`src/rtl/inst_queue_if.sv`:
```
// Handshake bundle between instruction fetch, the instruction queue and decode.
// The queue takes the slave side; the fetch/decode pair (or a bench) takes master.
interface inst_queue_if #(
  parameter int unsigned ADDR_WIDTH = 32,
  parameter int unsigned INST_WIDTH = 32,
  parameter int unsigned DEPTH      = 4
);
  localparam int unsigned CW = $clog2(DEPTH) + 1;

  logic                  flush;
  logic                  push_valid;
  logic                  push_ready;
  logic [ADDR_WIDTH-1:0] push_addr;
  logic [INST_WIDTH-1:0] push_inst;
  logic                  pop_valid;
  logic                  pop_ready;
  logic [ADDR_WIDTH-1:0] pop_addr;
  logic [INST_WIDTH-1:0] pop_inst;
  logic                  pop_is_ctrl;
  logic [CW-1:0]         count;
  logic                  full;
  logic                  empty;

  modport master (
    output flush, push_valid, push_addr, push_inst, pop_ready,
    input  push_ready, pop_valid, pop_addr, pop_inst, pop_is_ctrl, count, full, empty
  );

  modport slave (
    input  flush, push_valid, push_addr, push_inst, pop_ready,
    output push_ready, pop_valid, pop_addr, pop_inst, pop_is_ctrl, count, full, empty
  );
endinterface

```
`src/rtl/inst_queue.sv`:
```
// Circular instruction queue between fetch and decode, with flush and a head predecoder
// that flags control-transfer instructions (JAL, BEQ, BNE, JALR).
module inst_queue #(
  parameter int unsigned ADDR_WIDTH = 32,
  parameter int unsigned INST_WIDTH = 32,
  parameter int unsigned DEPTH      = 4
) (
  input logic         clk,
  input logic         rst,
  inst_queue_if.slave q
);
  localparam int unsigned PW = $clog2(DEPTH);
  localparam int unsigned CW = PW + 1;
  localparam logic [CW-1:0] CountFull = CW'(DEPTH);

  logic [PW-1:0]         wr_ptr_q, wr_ptr_d;
  logic [PW-1:0]         rd_ptr_q, rd_ptr_d;
  logic [CW-1:0]         count_q, count_d;
  logic [ADDR_WIDTH-1:0] addr_q [DEPTH];
  logic [ADDR_WIDTH-1:0] addr_d [DEPTH];
  logic [INST_WIDTH-1:0] inst_q [DEPTH];
  logic [INST_WIDTH-1:0] inst_d [DEPTH];

  logic       full, empty, push_fire, pop_fire;
  logic [5:0] opcode, funct;

  // Status depends on registered occupancy only, so push_ready never sees pop_ready.
  assign full      = (count_q == CountFull);
  assign empty     = (count_q == '0);
  assign push_fire = q.push_valid && !full;
  assign pop_fire  = q.pop_ready && !empty;

  always_comb begin
    wr_ptr_d = wr_ptr_q;
    rd_ptr_d = rd_ptr_q;
    count_d  = count_q;
    addr_d   = addr_q;
    inst_d   = inst_q;
    if (q.flush) begin
      wr_ptr_d = '0;
      rd_ptr_d = '0;
      count_d  = '0;
    end else begin
      if (push_fire) begin
        addr_d[wr_ptr_q] = q.push_addr;
        inst_d[wr_ptr_q] = q.push_inst;
        wr_ptr_d         = wr_ptr_q + 1'b1;
      end
      if (pop_fire) begin
        rd_ptr_d = rd_ptr_q + 1'b1;
      end
      case ({push_fire, pop_fire})
        2'b10:   count_d = count_q + 1'b1;
        2'b01:   count_d = count_q - 1'b1;
        default: count_d = count_q;
      endcase
    end
  end

  always_ff @(posedge clk or negedge rst) begin
    if (!rst) begin
      wr_ptr_q <= '0;
      rd_ptr_q <= '0;
      count_q  <= '0;
    end else begin
      wr_ptr_q <= wr_ptr_d;
      rd_ptr_q <= rd_ptr_d;
      count_q  <= count_d;
    end
  end

  // Payload storage needs no reset: stale slots are masked by the occupancy count.
  always_ff @(posedge clk) begin
    addr_q <= addr_d;
    inst_q <= inst_d;
  end

  always_comb begin
    q.push_ready = !full;
    q.pop_valid  = !empty;
    q.full       = full;
    q.empty      = empty;
    q.count      = count_q;
    q.pop_addr   = empty ? '0 : addr_q[rd_ptr_q];
    q.pop_inst   = empty ? '0 : inst_q[rd_ptr_q];
    opcode       = q.pop_inst[31:26];
    funct        = q.pop_inst[5:0];
    q.pop_is_ctrl = (opcode == 6'b000011) || (opcode == 6'b000100) ||
                    (opcode == 6'b000101) ||
                    ((opcode == 6'b000000) && (funct == 6'b001001));
  end
endmodule
```
`src/flat_wrapper.sv`:
```
// flat-port wrapper written by rule: the top's interface ports become plain ports
module inst_queue_flat 
#(
  parameter int unsigned ADDR_WIDTH = 32,
  parameter int unsigned INST_WIDTH = 32,
  parameter int unsigned DEPTH      = 4
)
  (clk, rst, q_flush, q_push_valid, q_push_addr, q_push_inst, q_pop_ready, q_push_ready, q_pop_valid, q_pop_addr, q_pop_inst, q_pop_is_ctrl, q_count, q_full, q_empty);
  inst_queue_if #(.ADDR_WIDTH(ADDR_WIDTH), .INST_WIDTH(INST_WIDTH), .DEPTH(DEPTH)) q_i ();
  input logic clk;
  input logic rst;
  input wire logic [$bits(q_i.flush)-1:0] q_flush;
  input wire logic [$bits(q_i.push_valid)-1:0] q_push_valid;
  input wire logic [$bits(q_i.push_addr)-1:0] q_push_addr;
  input wire logic [$bits(q_i.push_inst)-1:0] q_push_inst;
  input wire logic [$bits(q_i.pop_ready)-1:0] q_pop_ready;
  output wire logic [$bits(q_i.push_ready)-1:0] q_push_ready;
  output wire logic [$bits(q_i.pop_valid)-1:0] q_pop_valid;
  output wire logic [$bits(q_i.pop_addr)-1:0] q_pop_addr;
  output wire logic [$bits(q_i.pop_inst)-1:0] q_pop_inst;
  output wire logic [$bits(q_i.pop_is_ctrl)-1:0] q_pop_is_ctrl;
  output wire logic [$bits(q_i.count)-1:0] q_count;
  output wire logic [$bits(q_i.full)-1:0] q_full;
  output wire logic [$bits(q_i.empty)-1:0] q_empty;
  assign q_i.flush = q_flush;
  assign q_i.push_valid = q_push_valid;
  assign q_i.push_addr = q_push_addr;
  assign q_i.push_inst = q_push_inst;
  assign q_i.pop_ready = q_pop_ready;
  assign q_push_ready = q_i.push_ready;
  assign q_pop_valid = q_i.pop_valid;
  assign q_pop_addr = q_i.pop_addr;
  assign q_pop_inst = q_i.pop_inst;
  assign q_pop_is_ctrl = q_i.pop_is_ctrl;
  assign q_count = q_i.count;
  assign q_full = q_i.full;
  assign q_empty = q_i.empty;
  inst_queue #(.ADDR_WIDTH(ADDR_WIDTH), .INST_WIDTH(INST_WIDTH), .DEPTH(DEPTH)) u_core (.clk(clk), .rst(rst), .q(q_i));
endmodule
```
`config.mk`:
```
export PLATFORM = sky130hd
export DESIGN_NAME = inst_queue_flat
export DESIGN_NICKNAME = d
export VERILOG_FILES = /design/src/rtl/inst_queue_if.sv /design/src/rtl/inst_queue.sv /design/src/flat_wrapper.sv
export SDC_FILE = /design/constraint.sdc
export NUM_CORES = 1
export LEC_CHECK = 0
export ABC_AREA = 1
export CORE_ASPECT_RATIO = 0.8
export CORE_MARGIN = 3
export CORE_UTILIZATION = 45
export CTS_CLUSTER_SIZE = 14
export DETAILED_ROUTE_END_ITERATION = 8
export GPL_TIMING_DRIVEN = 0
export PLACE_DENSITY = 0.67
export SLEW_MARGIN = 30
export SYNTH_ARGS = -nofsm -noshare
export SYNTH_HDL_FRONTEND = slang
export SYNTH_SLANG_ARGS = --single-unit
```
`constraint.sdc`:
```
create_clock -name clk -period 6.5 [get_ports clk]
set_clock_uncertainty 0.05 [all_clocks]
set_input_delay 1.3 -clock clk [delete_from_list [all_inputs] [get_ports clk]]
set_output_delay 1.3 -clock clk [all_outputs]
set_load 0.05 [all_outputs]
```
-- Word level (Yosys, flattened, before mapping)
Index checks and enable logic that the tools add are counted.
- output and inout bits: 72
- logic and storage cells: 61
- flip-flop bits (word level): 263
- input bits: 69
- equal/unequal tests: 7
- mux-type cells: 18
- reduce and logical (&&, ||, !) cells: 15
- order comparisons: 3
- add/sub/neg operators: 4
- bitwise operators: 3
- operators by type and width (kind ; number):
    $bwmux W128 ; 2
    $mux W32 ; 7
    $bmux W32 S2 ; 2
    $demux W32 S2 ; 1
    $eq A6 B3 Y1 const B ; 2
    $mux W2 ; 4
    $eq A6 B2 Y1 const B ; 1
    $eq A6 B4 Y1 const B ; 1
    $ge A3 B3 Y1 const B ; 2
    $logic_not A6 Y1 ; 1
    $not A2 Y3 ; 2
    $pmux W3 S2 ; 1
    $add A2 B1 Y2 const B ; 2
    $logic_and A1 B1 Y1 ; 4
    $reduce_bool A2 Y1 ; 2
    $add A3 B1 Y3 const B ; 1
    $eq A3 B3 Y1 const B ; 1
    $logic_not A3 Y1 ; 1
    $logic_or A1 B1 Y1 ; 3
    $lt A3 B1 Y1 const B ; 1
    $mux W3 ; 1
    $reduce_bool A3 Y1 ; 1
    $sub A3 B1 Y3 const B ; 1
    $eq A2 B1 Y1 const B ; 1
    other kinds (4) ; 5

-- Logic depth before layout (Yosys ltp)
Gate-level depths: netlist of the first run.
- word-level depth: 9
- gate-level depth with buffers: 12
- mapped depth without buffers: 12

-- Least setup slack after synthesis of the first run
Ideal clock, no wire load.
- path kind: reg-to-reg
- from: register u_core.count_q[1] (netlist: u_core.q.count[1])
- to: register u_core.addr_q[0] (netlist name) (enable)
- data arrival time: 4.314 ns
- path buffers: 0
- slack: 1.649 ns
- setup time: 0.486 ns
- cell stages (with the launch flop): 7
- cell sequence: dfrtp_1 -> inv_1 -> nand3_1 -> nand2_1 -> inv_1 -> nand2_1 -> nor2_1
- longest elaborated chain between the ends: 4
- RTL lines (element ; RTL line ; source):
    from (decl) ; inst_queue.sv:18 ; logic [CW-1:0] count_q, count_d;
    from (signal assigned) ; inst_queue.sv:68 ; count_q <= count_d;
    $eq A3 B3 Y1 ; inst_queue.sv:28 ; assign full = (count_q == CountFull);
    $logic_not A1 Y1 ; - ;
    named net q_push_ready ; flat_wrapper.sv:17 ; output wire logic [$bits(q_i.push_ready)-1:0] q_push_ready;
    $logic_and A1 B1 Y1 ; inst_queue.sv:30 ; assign push_fire = q.push_valid && !full;
    $reduce_and A2 Y1 (no line) ; - ;
    to (signal assigned) ; inst_queue.sv:74 ; addr_q <= addr_d;
    to (decl) ; inst_queue.sv:19 ; logic [ADDR_WIDTH-1:0] addr_q [DEPTH];
The timed path passes the listed nets, and every way through them passes these cells.
A chain may end at the register's enable or synchronous reset.

-- Worst setup path after layout of the first run
- from: register u_core.rd_ptr_q[1]
- to: output port q_pop_is_ctrl
- longest elaborated chain between the ends: 9
- elaborated cells on any way between the ends: 14
- classes of those cells: 4 x eq/ne; 4 x mux; 1 x bitwise; 5 x reduce/logical
- RTL lines (element ; RTL line ; source):
    from (decl) ; inst_queue.sv:17 ; logic [PW-1:0] rd_ptr_q, rd_ptr_d;
    from (signal assigned) ; inst_queue.sv:67 ; rd_ptr_q <= rd_ptr_d;
    $not A2 Y3 (not written as such) (*) ; inst_queue.sv:85 ; q.pop_inst = empty ? '0 : inst_q[rd_ptr_q];
    $bmux W32 S2 (*) ; inst_queue.sv:85 ;
    $mux W32 (not written as such) (*) (2 in series) ; inst_queue.sv:85 ;
    $mux W32 (*) ; inst_queue.sv:85 ;
    $eq A6 B2 Y1 or $eq A6 B3 Y1 (tied branches) ; inst_queue.sv:88 ; q.pop_is_ctrl = (opcode == 6'b000011) || (opcode == 6'b000100) ||
    $logic_or A1 B1 Y1 (2 in series) ; inst_queue.sv:88 ;
    $logic_or A1 B1 Y1 (*) ; inst_queue.sv:89 ; (opcode == 6'b000101) ||
    to (decl) ; flat_wrapper.sv:21 ; output wire logic [$bits(q_i.pop_is_ctrl)-1:0] q_pop_is_ctrl;
Mark *: on every way between the ends. The rest lies on a longest branch, timed or not. The select of a mux whose other input is x is not followed.

==> run metrics, run 1 <==
FF-to-FF path depth=8; Initial DRC Count=647; Worst path max stage delay=0.84 ns; Pins Over Slew Limit=0; clk root buf=clkbuf_16; post-layout net count=approximately 1,100; critical path depth=9; crit-path cells=inv_1 > clkbuf_1 > nand3_1 > nand3_1 > nand3_1 > nor2_1 > nand2_1 > a21oi_1 > clkdlybuf4s50_1; met2 Track Usage GR=31.5%; FP Rows=49; final antenna-violating net count=0; R2R setup slack=between 4 and 5 ns; Inserted Clock Buffers=26; worst endpoint data arrival time=3.21 ns; Setup TNS=0 ns; buffers added on ports=140; Final Cell Area=0.0134 mm2; Post-Synthesis Cell Area=0.0105 mm2; first drt pass iteration count=5; first-pass GRT wire length=37,400 um; Synth cell types=21; post-synth top area share=73.5%; Antenna diodes=0; WL/cell=18.0 um; Crit. Startpoint=u_core.rd_ptr_q[1]; maximum number of pins on one net before global-route repair=22; post-layout min period=between 4 and 5 ns; Crit path buffers/inverters=3; Most Crowded Layer GR=met2; final cell count without fillers=1,365; most frequent cells in the layout=256 x edfxtp_1, 228 x nor2_1, 140 x clkdlybuf4s50_1, 110 x o21ai_0, 74 x nand2_1; placed cell count=1,318; Most common cell on crit path=nand3_1; Skew-Pair Late Insertion Delay=0.52 ns; layout cell share with drive strength beyond 1=under 10%; Lkg Pwr=4.74 nW; crit path launch type=flip-flop; Mean Syn Cell Area=12.2 um2; Clk pin slew, worst setup/hold paths=~0.060 ns; Slowest-stage cell, CP=clkdlybuf4s50_1; Die X=176 um; reg-to-reg startpoint=u_core.q.count[0]; placed cell area=~0.013 mm2; DR vias/cell=5.14; RePlAce Congestion=0.805; Initial Utilization=46.1%; crit share post-route=70.1%; FF-to-FF End=u_core.addr_q[108]; post-synthesis net count=934; clock buffer depth=3; initial antenna violation count=1; Seq/Total Area, Yosys=75.2%; GRT Resource Usage Total=approximately a fifth; area growth from synthesis to layout=28.5%; Syn Inst Count=860; aggregate global routing overflow=0; synth warn=0; commonest non-fill, non-tap cell in the layout=edfxtp_1; vias in the first global route=6,755; worst slew pin tran=between 0.7 and 0.8 ns; unrepaired setup endpoints after global routing=false; Worst Setup End Kind=output port; maxcap violations=0; CTS tree=yes; Core ar.=between 0.02 and 0.025 mm2; Crit path max-delay family=buffers and inverters; die area=0.0251 mm2; worst slack at placement=around 2.6 ns; via count=7,017; status=complete, no violations; Synth area leader=edfxtp_1; final setup fails=0; dpl hpwl=approximately 16,000 um; pwr/cell area=447 mW/mm2; post-CTS resize count=0; M1 GR Usage=roughly 28%; Setup Buffers After CTS=0; final hold vios=0; final hold slack=0.513 ns; CTS Hold Bufs=0; largest cells by area after synthesis=edfxtp_1 73%, nor2_1 8.3%, o21ai_0 5.3%; Critical Path Fanout Max=10; Final Power=6.00 mW; # DRC=0; Crit Path Category=reg -> out; Fmax=between 200 and 250 MHz; CP endpoint=q_pop_is_ctrl; # clock sinks=263; worst hold path class=reg -> reg; grt met3 use=3.17%; boundary pin count=141; Setup WS post-layout=1.94 ns; slew margin rel.=about half; H-tree levels=1; CP Data Required Time=5.15 ns; Layout Utilization=59.3%; Yosys reg bits=263; VDD IR max=0.000296 V; Die Y=between 100 and 150 um; Post-Route WL=24,600 um
-- routing by layer --
metal	vias up	wire, um
met4	2	421
li1	3371	-
met2	212	11500
met3	35	1480
met5	-	20
met1	3397	11100
-- tightest hold or removal path, stage by stage (launching register included) --
cell	delay, ns
dfrtp_1	0.40
nand2_1	0.08
nand2_1	0.05
-- cells by family (layout without fill, tap and decap cells) --
| logic type | count (synthesis) | in the layout | synth area share, % |
|---|---|---|---|
| compound gates | 172 | 172 | 8.23 |
| xor+xnor | 1 | 1 | 0.0837 |
| fa+ha+maj | 5 | 5 | 0.670 |
| simple gates | 338 | 338 | 12.6 |
| buf+inv | 81 | 280 | 3.27 |
| flops | 263 | 263 | 75.2 |
-- registers in the layout, summed over array words and instances (netlist names) --
name / cells
u_core.addr_q: 128
u_core.inst_q: 128
u_core.q.count: 3
u_core.rd_ptr_q: 2
u_core.wr_ptr_q: 2
-- synth_stat cells --
master	instances
ha_1	4
a21oi_1	58
clkbuf_1	23
buf_6	1
edfxtp_1	256
nand3_1	29
nand2_1	74
inv_1	30
dfrtp_1	7
inv_2	3
buf_2	15
o21ai_1	4
and2_1	1
or2_0	1
buf_1	6
o21ai_0	110
nand3_2	1
nor2_1	232
buf_4	3
fa_1	1
xnor2_1	1
-- power breakdown --
part | switching, mW | total [mW] | internal (mW) | leakage [nW]
logic | 1.80 | 2.54 | 0.746 | 1.91
registers | 0.0312 | 2.00 | 1.96 | 2.42
clock network | 0.591 | 1.46 | 0.873 | 0.414
total | 2.42 | 6.00 | 3.58 | 4.74
-- layout make-up --
type,instances,area [um2]
fill,1792,9240
sequential,263,7860
multi-input combinational,516,2290
timing repair buffer,152,1730
clock buffer,32,694
tap,306,383
buffer,48,218
clock inverter,15,143
inverter,33,124
-- how the worst min path moves through the flow --
stage                                   from                  to  slack (ns)  cells after the start
after floorplan           u_core.wr_ptr_q[1]  u_core.wr_ptr_q[1]        0.44                      2
after global placement    u_core.wr_ptr_q[1]  u_core.wr_ptr_q[1]        0.47                      2
after detailed placement  u_core.wr_ptr_q[1]  u_core.wr_ptr_q[1]        0.50                      2
after CTS                 u_core.wr_ptr_q[1]  u_core.wr_ptr_q[1]        0.51                      2
after global routing      u_core.wr_ptr_q[0]  u_core.wr_ptr_q[0]        0.55                      1
final                     u_core.wr_ptr_q[1]  u_core.wr_ptr_q[1]        0.51                      2
No activity file was read; power rests on OpenSTA's default activity.
==> run 2: changes to the inputs <==
PLACE_DENSITY = 0.7   (was 0.67)
clock period = 3.85 ns   (was 6.5 ns; I/O delays follow)
==> run 2 against run 1 <==
  * Wire length increased by 2.6%
  * Sequential power increased by 69%
  * Global-route usage increased by 0.71 points
  * Register-to-register slack got worse by 2.8 ns
  * Utilization increased by 0.18 points
  * Clock power increased by 61%
  * Final cell count increased by 0.22%
  * Critical path depth decreased by 2
  * Clock-buffer cell count increased by 8
  * Largest power group unchanged
==> run metrics, run 2 (synthesis gave the netlist of run 1 again) <==
# DRC=0 (unchanged); Die Y=142 um (unchanged); final hold slack=0.483 ns (-0.0301 ns); die area=0.0251 mm2 (unchanged); vias in the first global route=6,918 (+2.4%); first-pass GRT wire length=38,700 um (+3.5%); worst endpoint data arrival time=2.86 ns (-0.35 ns); Inserted Clock Buffers=26 (unchanged); crit path launch type=flip-flop; first drt pass iteration count=5 (unchanged); H-tree levels=1 (unchanged); Initial Utilization=46.1% (unchanged); Final Cell Area=0.0135 mm2 (+0.30%); final setup fails=0 (unchanged); Critical Path Fanout Max=10 (unchanged); Worst path max stage delay=0.85 ns (about the same); Switch Pwr=4.07 mW (+68%); Lkg Pwr=5.08 nW (+7.1%); crit share post-route=95.6%; GRT Resource Usage Total=20.0% (+0.71 points); area growth from synthesis to layout=28.9%; maximum number of pins on one net before global-route repair=22 (unchanged); most frequent cells in the layout=256 x edfxtp_1, 228 x nor2_1, 110 x o21ai_0, 89 x clkdlybuf4s50_1, 74 x nand2_1; pwr/cell area=731 mW/mm2 (+64%); FF/Latch Area=0.00786 mm2 (unchanged); commonest non-fill, non-tap cell in the layout=edfxtp_1; WL/cell=18.4 um (+2.4%); Crit path buffers/inverters=3 (unchanged); Final Power=9.86 mW (+64%); Worst Setup End Kind=output port; footprint of the multi-input gates=0.00229 mm2 (unchanged); dpl hpwl=16,700 um (+4.2%); RePlAce Congestion=0.800 (-0.65%); crit-path cells=buf_2 > buf_2 > nor2_1 > nor2_1 > o21ai_0 > a21oi_1 > clkdlybuf4s50_1; Internal=5.78 mW (+61%); placed cell area=0.0127 mm2 (+0.66%); CTS tree=yes; Post-Route WL=25,200 um (+2.6%); Crit. Startpoint=u_core.rd_ptr_q[0]; slew margin rel.=60.5% (+8.6 points); reg-to-reg startpoint=u_core.q.count[0]; Slowest-stage cell, CP=clkdlybuf4s50_1; VDD IR max=0.000358 V (+21%); clock buffer depth=3 (unchanged); DR vias/cell=5.14 (about the same); sequential power share=34.2% (+1.0 points); aggregate global routing overflow=0 (unchanged); # clock sinks=263 (unchanged); final antenna-violating net count=0 (unchanged); clk root buf=clkbuf_16; Clk pin slew, worst setup/hold paths=0.06 ns (about the same); final hold vios=0 (unchanged); Pins Over Slew Limit=0 (unchanged); CTS Hold Bufs=0 (unchanged); status=complete, no violations; Clk network pwr share=23.9% (-0.5 points); Antenna diodes=0 (unchanged); unrepaired setup endpoints after global routing=false; Crit Path Category=reg -> out; post-layout net count=1,116 (+0.18%); maxcap violations=0 (unchanged); post-layout min period=between 3 and 4 ns; initial antenna violation count=1 (unchanged); boundary pin count=141 (unchanged); Core ar.=0.0227 mm2 (unchanged); Initial DRC Count=574 (-11%); Comb pwr share=41.9% (-0.5 points); buffers added on ports=140 (unchanged); FP Rows=49 (unchanged); worst slew pin tran=0.592 ns (-0.128 ns); Crit path max-delay family=buffers and inverters; sw frac=41.3% (+1.0 points); Die X=176 um (unchanged); layout cell share with drive strength beyond 1=7.72% (+0.64 points); CP Data Required Time=3.03 ns (-2.12 ns); worst hold path class=in -> async; Fmax=between 200 and 300 MHz; FILL cells=1,792 (unchanged); via count=7,033 (+0.23%); Skew-Pair Late Insertion Delay=0.52 ns (about the same)
-- run 2: per-stage QoR --
stage / util (%) / cells / worst slack, ns / TNS [ns]
6_report: 59.4 / 1368 / 0.169 / 0
5_1_grt: 59.4 / 1368 / 0.00614 / 0
4_1_cts: 59.3 / 1369 / 0.000143 / 0
3_5_place_dp: 55.9 / 1321 / 0.418 / 0
3_3_place_gp: 54.0 / 1306 / -3.12 / -771.26
2_1_floorplan: - / 860 / -1.00 / -256.15
-- run 2: timing repair --
item / 4_1_cts / 5_1_grt
gates resized for setup: 38 / 19
setup buffers: 0 / 0
endpoints found under the setup margin: 40 / 22
-- run 2: final timing paths --
kind / to / slack, ns / cells after the start
min in group clk: u_core.wr_ptr_q[0] / 0.51 / 1
max in group asynchronous: u_core.rd_ptr_q[0] / 2.99 / 1
setup / recovery: q_pop_addr[31] / 0.17 / 7
setup reg to reg: u_core.addr_q[10] / 1.28 / 9
hold reg to reg: u_core.wr_ptr_q[0] / 0.51 / 1
hold / removal: u_core.q.count[0] / 0.48 / 1
-- run 2: power groups by stage --
| stage | Clock, mW | Combinational [mW] | Sequential (mW) |
|---|---|---|---|
| finish | 2.35 | 4.13 | 3.37 |
| global route | 2.53 | 4.41 | 3.38 |
| CTS | 2.41 | 4.18 | 3.37 |
| detailed placement | 0 | 4.32 | 3.43 |
| global placement | 0 | 4.22 | 3.45 |
| floorplan | 0 | 2.69 | 3.47 |
-- run 2: final cells by class --
cell class | count | area share, %
multi-input cells | 516 | 17.0
clock inverters | 8 | 0.269
clock buffers | 40 | 5.67
well taps | 306 | 2.84
inverters | 33 | 0.919
plain buffers | 47 | 1.62
repair buffers | 155 | 13.4
flip-flops and latches | 263 | 58.3
-- run 2: metal layers --
metal | GRT usage, % | up-vias | routed length [um]
met5 | 0 | - | 9
li1 | - | 3371 | -
met3 | 3.60 | 32 | 1460
met4 | 4.88 | 2 | 436
met1 | 27.8 | 3407 | 11100
met2 | 33.0 | 221 | 12200
